==> src/rtl/tram_port_arbiter.sv <==
`default_nettype none
// ============================================================================
//  Module   : tram_port_arbiter
//  Purpose  : Shares one port of a dual-port byte-enable test RAM between two
//             requesters (m0, m1). Round-robin arbitration with a bounded
//             burst per requester. RAM commands are issued from registers one
//             cycle after acceptance. Read data is routed back to the master
//             that issued the read through a {valid, id} tag pipeline.
//  Ports    : clk, rst_n (async, active-low)
//             mN_req_valid_i/write_i/addr_i/wdata_i/be_i, mN_req_ready_o
//             mN_rsp_valid_o, mN_rsp_rdata_o            (N = 0, 1)
//             ram_addr_o, ram_wren_o, ram_wr_be_o, ram_data_in_o,
//             ram_rden_o, ram_data_out_i
//             stat_grant0_o, stat_grant1_o, stat_conflict_o
//                                     (only with TRAM_ARB_STATS_EN defined)
//  Options  : TRAM_ARB_STATS_EN - adds saturating 32-bit grant/conflict
//             counters and their output ports.
//  Revision : 1.0 - initial release
// ============================================================================
module tram_port_arbiter #(
    parameter int DW        = 64,
    parameter int AW        = 10,
    parameter int RD_LAT    = 1,
    parameter int BURST_MAX = 4
) (
    input  logic            clk,
    input  logic            rst_n,
    input  logic            m0_req_valid_i,
    input  logic            m0_req_write_i,
    input  logic [AW-1:0]   m0_req_addr_i,
    input  logic [DW-1:0]   m0_req_wdata_i,
    input  logic [DW/8-1:0] m0_req_be_i,
    output logic            m0_req_ready_o,
    output logic            m0_rsp_valid_o,
    output logic [DW-1:0]   m0_rsp_rdata_o,
    input  logic            m1_req_valid_i,
    input  logic            m1_req_write_i,
    input  logic [AW-1:0]   m1_req_addr_i,
    input  logic [DW-1:0]   m1_req_wdata_i,
    input  logic [DW/8-1:0] m1_req_be_i,
    output logic            m1_req_ready_o,
    output logic            m1_rsp_valid_o,
    output logic [DW-1:0]   m1_rsp_rdata_o,
    output logic [AW-1:0]   ram_addr_o,
    output logic            ram_wren_o,
    output logic [DW/8-1:0] ram_wr_be_o,
    output logic [DW-1:0]   ram_data_in_o,
    output logic            ram_rden_o,
`ifdef TRAM_ARB_STATS_EN
    output logic [31:0]     stat_grant0_o,
    output logic [31:0]     stat_grant1_o,
    output logic [31:0]     stat_conflict_o,
`endif
    input  logic [DW-1:0]   ram_data_out_i
);

    localparam int            BEW         = DW / 8;
    localparam int            CW          = $clog2(BURST_MAX + 1);
    localparam logic [CW-1:0] C_BURST_MAX = CW'(BURST_MAX);
    localparam logic [CW-1:0] C_ONE       = CW'(1);

    typedef enum logic {
        OWN_M0 = 1'b0,
        OWN_M1 = 1'b1
    } owner_e;

    // Arbiter state
    owner_e          owner_q, owner_d;
    logic [CW-1:0]   cnt_q, cnt_d;

    // Registered RAM command
    logic [AW-1:0]   ram_addr_q;
    logic            ram_wren_q;
    logic            ram_rden_q;
    logic [BEW-1:0]  ram_wr_be_q;
    logic [DW-1:0]   ram_data_in_q;

    // Read tag pipeline: stage i is valid i+1 cycles after acceptance
    logic [RD_LAT:0] tag_v_q;
    logic [RD_LAT:0] tag_id_q;

    logic            limit;
    logic            pick0;
    logic            gnt0;
    logic            gnt1;
    logic            acc;
    owner_e          sel_id;
    logic            sel_write;
    logic [AW-1:0]   sel_addr;
    logic [DW-1:0]   sel_wdata;
    logic [BEW-1:0]  sel_be;

    // When both masters request, m0 wins if it owns the port and has burst
    // budget left, or if m1 owns the port and has used up its budget.
    assign limit = (cnt_q == C_BURST_MAX);
    assign pick0 = ((owner_q == OWN_M0) && !limit) || ((owner_q == OWN_M1) && limit);
    assign gnt0  = m0_req_valid_i && (!m1_req_valid_i || pick0);
    assign gnt1  = m1_req_valid_i && (!m0_req_valid_i || !pick0);
    assign acc   = gnt0 || gnt1;

    assign m0_req_ready_o = gnt0;
    assign m1_req_ready_o = gnt1;

    always_comb begin
        sel_id    = gnt1 ? OWN_M1 : OWN_M0;
        sel_write = gnt1 ? m1_req_write_i : m0_req_write_i;
        sel_addr  = gnt1 ? m1_req_addr_i  : m0_req_addr_i;
        sel_wdata = gnt1 ? m1_req_wdata_i : m0_req_wdata_i;
        sel_be    = gnt1 ? m1_req_be_i    : m0_req_be_i;
    end

    // Burst counter resets on an idle cycle so a lone requester returning
    // later starts a fresh burst.
    always_comb begin
        owner_d = owner_q;
        cnt_d   = cnt_q;
        if (!m0_req_valid_i && !m1_req_valid_i) begin
            cnt_d = '0;
        end else if (sel_id == owner_q) begin
            cnt_d = limit ? cnt_q : cnt_q + C_ONE;
        end else begin
            owner_d = sel_id;
            cnt_d   = C_ONE;
        end
    end

    always_ff @(posedge clk or negedge rst_n) begin
        if (!rst_n) begin
            owner_q <= OWN_M0;
            cnt_q   <= '0;
        end else begin
            owner_q <= owner_d;
            cnt_q   <= cnt_d;
        end
    end

    // Command registers; the address holds across idle cycles.
    always_ff @(posedge clk or negedge rst_n) begin
        if (!rst_n) begin
            ram_addr_q    <= '0;
            ram_wren_q    <= 1'b0;
            ram_rden_q    <= 1'b0;
            ram_wr_be_q   <= '0;
            ram_data_in_q <= '0;
        end else begin
            ram_wren_q    <= acc && sel_write;
            ram_rden_q    <= acc && !sel_write;
            ram_wr_be_q   <= (acc && sel_write) ? sel_be    : '0;
            ram_data_in_q <= (acc && sel_write) ? sel_wdata : '0;
            if (acc) begin
                ram_addr_q <= sel_addr;
            end
        end
    end

    always_ff @(posedge clk or negedge rst_n) begin
        if (!rst_n) begin
            tag_v_q  <= '0;
            tag_id_q <= '0;
        end else begin
            tag_v_q[0]  <= acc && !sel_write;
            tag_id_q[0] <= sel_id;
            for (int i = 1; i <= RD_LAT; i++) begin
                tag_v_q[i]  <= tag_v_q[i-1];
                tag_id_q[i] <= tag_id_q[i-1];
            end
        end
    end

    assign ram_addr_o    = ram_addr_q;
    assign ram_wren_o    = ram_wren_q;
    assign ram_rden_o    = ram_rden_q;
    assign ram_wr_be_o   = ram_wr_be_q;
    assign ram_data_in_o = ram_data_in_q;

    // Read data is shared; only the valid strobe says whose it is.
    assign m0_rsp_valid_o = tag_v_q[RD_LAT] && (tag_id_q[RD_LAT] == OWN_M0);
    assign m1_rsp_valid_o = tag_v_q[RD_LAT] && (tag_id_q[RD_LAT] == OWN_M1);
    assign m0_rsp_rdata_o = ram_data_out_i;
    assign m1_rsp_rdata_o = ram_data_out_i;

`ifdef TRAM_ARB_STATS_EN
    logic [31:0] stat_grant0_q;
    logic [31:0] stat_grant1_q;
    logic [31:0] stat_conflict_q;

    always_ff @(posedge clk or negedge rst_n) begin
        if (!rst_n) begin
            stat_grant0_q   <= '0;
            stat_grant1_q   <= '0;
            stat_conflict_q <= '0;
        end else begin
            if (gnt0 && (stat_grant0_q != 32'hFFFF_FFFF)) begin
                stat_grant0_q <= stat_grant0_q + 32'd1;
            end
            if (gnt1 && (stat_grant1_q != 32'hFFFF_FFFF)) begin
                stat_grant1_q <= stat_grant1_q + 32'd1;
            end
            if (m0_req_valid_i && m1_req_valid_i && (stat_conflict_q != 32'hFFFF_FFFF)) begin
                stat_conflict_q <= stat_conflict_q + 32'd1;
            end
        end
    end

    assign stat_grant0_o   = stat_grant0_q;
    assign stat_grant1_o   = stat_grant1_q;
    assign stat_conflict_o = stat_conflict_q;
`endif

endmodule
`default_nettype wire

==> config.mk <==
export PLATFORM = sky130hd
export DESIGN_NAME = tram_port_arbiter
export DESIGN_NICKNAME = d
export VERILOG_FILES = /design/src/rtl/tram_port_arbiter.sv
export SDC_FILE = /design/constraint.sdc
export NUM_CORES = 1
export LEC_CHECK = 0
export ABC_AREA = 1
export BUFFER_PORTS_ARGS = -buffer_cell sky130_fd_sc_hd__buf_2
export CORE_AREA = 2 2 177 179
export CTS_CLUSTER_SIZE = 28
export DETAILED_ROUTE_END_ITERATION = 7
export DIE_AREA = 0 0 179 181
export SLEW_MARGIN = 10
export SYNTH_ARGS = -nofsm -noshare
export SYNTH_HDL_FRONTEND = slang
export SYNTH_SLANG_ARGS = --single-unit
export TNS_END_PERCENT = 10
==> constraint.sdc <==
create_clock -name clk -period 2.7 [get_ports clk]
set_input_delay 0.405 -clock clk [delete_from_list [all_inputs] [get_ports clk]]
set_output_delay 0.405 -clock clk [all_outputs]
set_load 0.02 [all_outputs]
==> impl_metrics.env, run 1 <==
export IMPL_synth_warnings=0
export IMPL_r2r_start="cnt_q[0]"
export IMPL_max_cap_viol_count=0
export IMPL_crit_path_start_kind="register"
export IMPL_drive_gt1_share_pct=43.3
export IMPL_start_util_pct=18.7
export IMPL_r2r_cells=9
export IMPL_clk_pin_slew_ps=70
export IMPL_power_per_cell_area_nw_per_um2=591
export IMPL_antenna_found_initial=0
export IMPL_cts_setup_buffers=0
export IMPL_synth_cell_types=20
export IMPL_reg2reg_slack_ps=510
export IMPL_worstPathRequired_ps=2300
export IMPL_place_ws_ps=478
export IMPL_cp_buffers_inverters=2
export IMPL_vias=4861
export IMPL_grt_pass1_wl_um=28400
export IMPL_core_um2=30300
export IMPL_fmax_mhz=410
export IMPL_cts_tree="built"
export IMPL_post_route_period_util_pct=90.4
export IMPL_syn_nets=953
export IMPL_syn_instance_count=717
export IMPL_netSwitchingFraction_pct=35.1
export IMPL_p_seq_share_pct=39.9
export IMPL_stdcell_area_um2=6670
export IMPL_max_stage_delay_ps=380
export IMPL_crit_top_cell="nand2_1"
export IMPL_area_growth_pct=17.8
export IMPL_ctsResizeCount=0
export IMPL_htreeDepth=3
export IMPL_layout_commonest_cell="buf_2"
export IMPL_syn_cell_area_um2=5660
export IMPL_status="finished, final reports clean"
export IMPL_grt_max_degree=62
export IMPL_antenna_cells=0
export IMPL_viasPerCell=3.96
export IMPL_drv_slew=0
export IMPL_cts_sinks=91
export IMPL_met1_usage_pct=10.4
export IMPL_crit_chain="inv_1, ha_1, nand2_2, nand2_1, nand3_4, nand2_1, buf_2"
export IMPL_crit_type="register to primary output"
export IMPL_ys_ff_latch=91
export IMPL_startpoint="cnt_q[0]"
export IMPL_fin_skew_ps=14.5
export IMPL_p_sw_uw=1390
export IMPL_fp_dieH_um=181
export IMPL_worst_skew_pair_late_latency_ps=340
export IMPL_grt_usage_pct=12.1
export IMPL_gr_usage_met2_pct=23.7
export IMPL_rsz0062_at_grt="false"
export IMPL_globalRouteMet3Util_pct=5.93
export IMPL_drt_initial_drc_count=171
export IMPL_path_max_fanout=12
export IMPL_p_leak_uw=0.00384
export IMPL_fin_ws_ps=261
export IMPL_crit_family="simple AND/OR/NAND/NOR gates"
export IMPL_clockRootBuffer="clkbuf_16"
export IMPL_ant_nets=0
export IMPL_routedWlPerCell_um=16.9
export IMPL_fin_nets=1064
export IMPL_place_area_um2=6380
export IMPL_overflow=0
export IMPL_drcViolationCount=0
export IMPL_rows=64
export IMPL_die_x_um=179
export IMPL_power_frac_comb_pct=29.8
export IMPL_p_clk_share_pct=30.3
export IMPL_r2r_end="ram_data_in_o[29]"
export IMPL_timing_slew_headroom_pct=62.7
export IMPL_firstDrtPassIters=4
export IMPL_drt_wl_total_um=20800
export IMPL_hold_viol_final=0
export IMPL_final_util_pct=22.0
export IMPL_first_global_vias=4485
export IMPL_place_congestion=0.809
export IMPL_hold_buffers=1
export IMPL_crit_end="m1_req_ready_o"
export IMPL_synth_avg_cell_area_um2=7.90
export IMPL_fp_dieArea_um2=32400
export IMPL_finalPower_uw=3940
export IMPL_critical_path_depth=7
export IMPL_cts_buffer_depth=2
export IMPL_worst_pin_slew_ps=559
export IMPL_cp_slowest_cell="dfrtp_1"
export IMPL_endpoint_kind="primary output"
export IMPL_final_cell_mix="255 x buf_2, 147 x nand3_1, 120 x nand2_1"
export IMPL_p_int_uw=2560
export IMPL_worstPathArrival_ps=2030
export IMPL_ios=450
export IMPL_port_buffers=257
export IMPL_period_minus_slack_ps=2440
export IMPL_numCtsBuffers=9
export IMPL_vdd_drop_max_mv=0.245
export IMPL_setup_viol=0
export IMPL_yosysSeqAreaShare_pct=40.2
export IMPL_tns_ps=0
export IMPL_hold_path_class="input port to register"
export IMPL_busiest_layer="met2"
export IMPL_dp_hpwl_um=17400
## power groups by stage
| stage | clock network (uW) | registers [uW] | logic (uW) |
|---|---|---|---|
| after floorplan | 0 | 1770 | 842 |
| after global placement | 0 | 1600 | 1180 |
| after detailed placement | 0 | 1600 | 1200 |
| after CTS | 1260 | 1580 | 1200 |
| after global routing | 1310 | 1590 | 1310 |
| final | 1200 | 1570 | 1170 |
## stage by stage
stage                     hold slack, ps  instances
after global placement               353       1212
after floorplan                      109        717
final                                312       1229
after detailed placement             348       1212
after CTS                            305       1229
after global routing                 319       1229
## layer usage
layer | routed length [um] | share of wire, %
met3 | 2610 | 13
met5 | 0 | 0
met4 | 541 | 2.6
met1 | 6500 | 31
met2 | 11100 | 54
## state kept, by name (all words and copies together) (netlist names)
signal and flops:
ram_wren_o 1, owner_q 1, cnt_q 3, ram_data_in_o 64, tag_v_q 2, ram_wr_be_o 8, tag_id_q 2, ram_addr_o 10
## how the worst min path moves through the flow
stage	cells past startpoint	from	slack, ps	end
final	3	m0_req_addr_i[6]	310	ram_addr_o[6]
after detailed placement	0	tag_id_q[0]	350	tag_id_q[1]
after global routing	3	m0_req_addr_i[1]	320	ram_addr_o[1]
after global placement	0	tag_id_q[0]	350	tag_id_q[1]
after CTS	3	m0_req_addr_i[2]	300	ram_addr_o[2]
after floorplan	0	rst_n	110	cnt_q[0]
## cells in the mapped netlist
master / number / area (um^2)
nand3_2: 1 / 10.0
nor2_2: 69 / 432
o211ai_1: 2 / 15.0
clkbuf_1: 9 / 33.8
o21ai_0: 3 / 15.0
inv_2: 1 / 3.75
nor2_1: 5 / 18.8
o21ai_1: 9 / 45.0
dfrtp_1: 91 / 2280
buf_4: 136 / 1020
ha_1: 2 / 25.0
buf_2: 19 / 95.1
xor2_1: 2 / 17.5
nand3_1: 148 / 741
buf_6: 7 / 78.8
nand3_4: 2 / 35.0
nand2_2: 1 / 6.26
nand2_1: 121 / 454
a21oi_1: 5 / 25.0
inv_1: 84 / 315
## area by class of cell
cell class | instances | area, um^2
inverters | 85 | 319
fillers | 3420 | 23700
repair buffers | 271 | 1450
clock buffers | 10 | 229
flip-flops and latches | 91 | 2280
well taps | 396 | 495
clock inverters | 6 | 47.5
multi-input cells | 370 | 1850
## logic make-up (layout without fill, tap and decap cells)
family | after synthesis | after routing | synth area share [%]
AND/OR/NAND/NOR | 347 | 347 | 30.0
AO/OA/AOI/OAI | 19 | 19 | 1.77
flip-flops | 91 | 91 | 40.2
adder cells (fa/ha/maj) | 2 | 2 | 0.442
buffers and inverters | 256 | 372 | 27.3
XOR/XNOR | 2 | 2 | 0.309
## worst reg2reg max path: stages, from the launching register on
cell and delay, ps:
dfrtp_1 380, inv_1 90, ha_1 220, nand2_2 130, nand2_1 130, nand3_4 270, nand3_2 200, nand3_4 250
buf_12 300, nor2_2 130
(Power assumes the default switching activity.)
==> run 2: changes to the inputs <==
Settings changed: CORE_AREA 2 2 177 179 to 2 2 173 175, DIE_AREA 0 0 179 181 to 0 0 175 177.
Clock period 2.7 ns to 2.5 ns, I/O delays scaled along.
==> run 2 against run 1 <==
Effect of this change: final area grew 0.45%; critical path depth is the same; register-to-register slack lost 50 ps; non-clock buffer count shrank 2; combinational power grew 9%; sequential share of layout area shrank 0.15 points; clock power grew 18%; first-iteration DRC count shrank 18%; total power grew 11%; core utilization grew 0.93 points; largest cell class unchanged; sequential power grew 8%; clock-buffer cell count shrank 1.
==> impl_metrics.env, run 2 (same netlist as run 1, synthesis figures left out) <==
export IMPL_clockRootBuffer="clkbuf_16"
export IMPL_hold_path_class="input port to register"
export IMPL_layout_commonest_cell="buf_2"
export IMPL_drive_gt1_share_pct=43.4
export IMPL_register_area_um2=2280
export IMPL_port_buffers=257
export IMPL_rsz0062_at_grt="false"
export IMPL_area_growth_pct=18.3
export IMPL_timing_slew_headroom_pct=62.3
export IMPL_place_area_um2=6390
export IMPL_fp_dieArea_um2=31000
export IMPL_crit_path_start_kind="register"
export IMPL_fp_dieH_um=177
export IMPL_core_um2=29200
export IMPL_fin_skew_ps=7.70
export IMPL_path_max_fanout=8
export IMPL_multiInputGateArea_um2=1860
export IMPL_grt_usage_pct=13.1
export IMPL_reg2reg_slack_ps=460
export IMPL_final_cell_mix="255 x buf_2, 147 x nand3_1, 119 x nand2_1"
export IMPL_largest_reg_flops=64
export IMPL_ios=450
export IMPL_fmax_mhz=448
export IMPL_drt_wl_total_um=21100
export IMPL_setup_viol=0
export IMPL_cts_sinks=91
export IMPL_drv_slew=0
export IMPL_cts_tree="built"
export IMPL_vias=4848
export IMPL_htreeDepth=3
export IMPL_ant_nets=0
export IMPL_grt_pass1_wl_um=29600
export IMPL_overflow=0
export IMPL_start_util_pct=19.4
export IMPL_worst_skew_pair_late_latency_ps=350
export IMPL_vdd_drop_max_mv=0.268
export IMPL_post_route_period_util_pct=89.4
export IMPL_first_global_vias=4548
export IMPL_power_per_cell_area_nw_per_um2=654
export IMPL_cts_setup_buffers=0
export IMPL_num_fill_cells=3303
export IMPL_status="finished, final reports clean"
export IMPL_tns_ps=0
export IMPL_routedWlPerCell_um=17.2
export IMPL_endpoint_kind="primary output"
export IMPL_rows=63
export IMPL_viasPerCell=3.97
export IMPL_antenna_found_initial=2
export IMPL_cts_buffer_depth=2
export IMPL_clk_pin_slew_ps=70
export IMPL_max_cap_viol_count=0
export IMPL_drcViolationCount=0
export IMPL_hold_viol_final=0
export IMPL_die_x_um=175
export IMPL_firstDrtPassIters=4
export IMPL_stdcell_area_um2=6700
export IMPL_place_congestion=0.791
export IMPL_finalPower_uw=4390
export IMPL_drt_initial_drc_count=140
export IMPL_worstPathRequired_ps=2120
export IMPL_worstPathArrival_ps=1860
export IMPL_p_leak_uw=0.00385
export IMPL_grt_max_degree=69
export IMPL_crit_type="register to primary output"
export IMPL_worst_pin_slew_ps=566
export IMPL_numCtsBuffers=9
export IMPL_fin_nets=1062
export IMPL_period_minus_slack_ps=2230
export IMPL_dp_hpwl_um=16900
==> run 2: layout make-up <==
type | count | share of cell area, %
flip-flops and latches | 91 | 34.0
multi-input cells | 370 | 27.7
repair buffers | 269 | 21.8
well taps | 390 | 7.28
inverters | 85 | 4.76
clock buffers | 9 | 3.36
clock inverters | 7 | 1.10
diodes | 1 | 0.0373
==> run 2: report_power, final <==
group	internal, uW	switching (uW)
registers	1630	65.8
logic	445	826
clock network	783	631
total	2860	1520
==> run 2: worst max-delay path, stage by stage, from the launching register on <==
cell and delay, ps:
dfrtp_1 390, inv_1 100, ha_1 220, nand2_2 130
nand2_1 120, nand3_4 140, nand2_2 200, buf_2 200
==> run 2: worst paths after layout <==
path                       depth (start not counted)           endpoint              from
setup / recovery                                   7     m1_req_ready_o          cnt_q[0]
hold / removal                                     3      ram_addr_o[8]  m0_req_addr_i[8]
setup reg to reg                                   9  ram_data_in_o[63]          cnt_q[0]
hold reg to reg                                    0         tag_v_q[1]        tag_v_q[0]
max in group asynchronous                          3      ram_addr_o[7]             rst_n
min in group asynchronous                          2  ram_data_in_o[35]             rst_n
==> run 2: what timing repair did <==
action / CTS / global route
endpoints found under the setup margin: 0 / 1
hold endpoints to repair: 31 / 0
gates resized for setup: 0 / 1
hold buffers: 1 / 0
==> run 2: per-layer routing <==
metal / track usage, % / vias up / share of wire, %
met5: 0 / - / 0
met4: 6.39 / 0 / 3.4
met3: 6.25 / 31 / 12
met2: 24.8 / 284 / 54
met1: 11.5 / 2233 / 30
li1: - / 2300 / -
==> run 2: through the flow <==
step	instances	setup WS (ps)	hold WS [ps]	utilization (%)
2_1_floorplan	717	773	79.4	-
4_1_cts	1221	93.7	212	22.9
6_report	1222	266	240	22.9
3_5_place_dp	1204	466	359	21.8
3_3_place_gp	1204	521	345	21.8
5_1_grt	1222	119	238	22.9
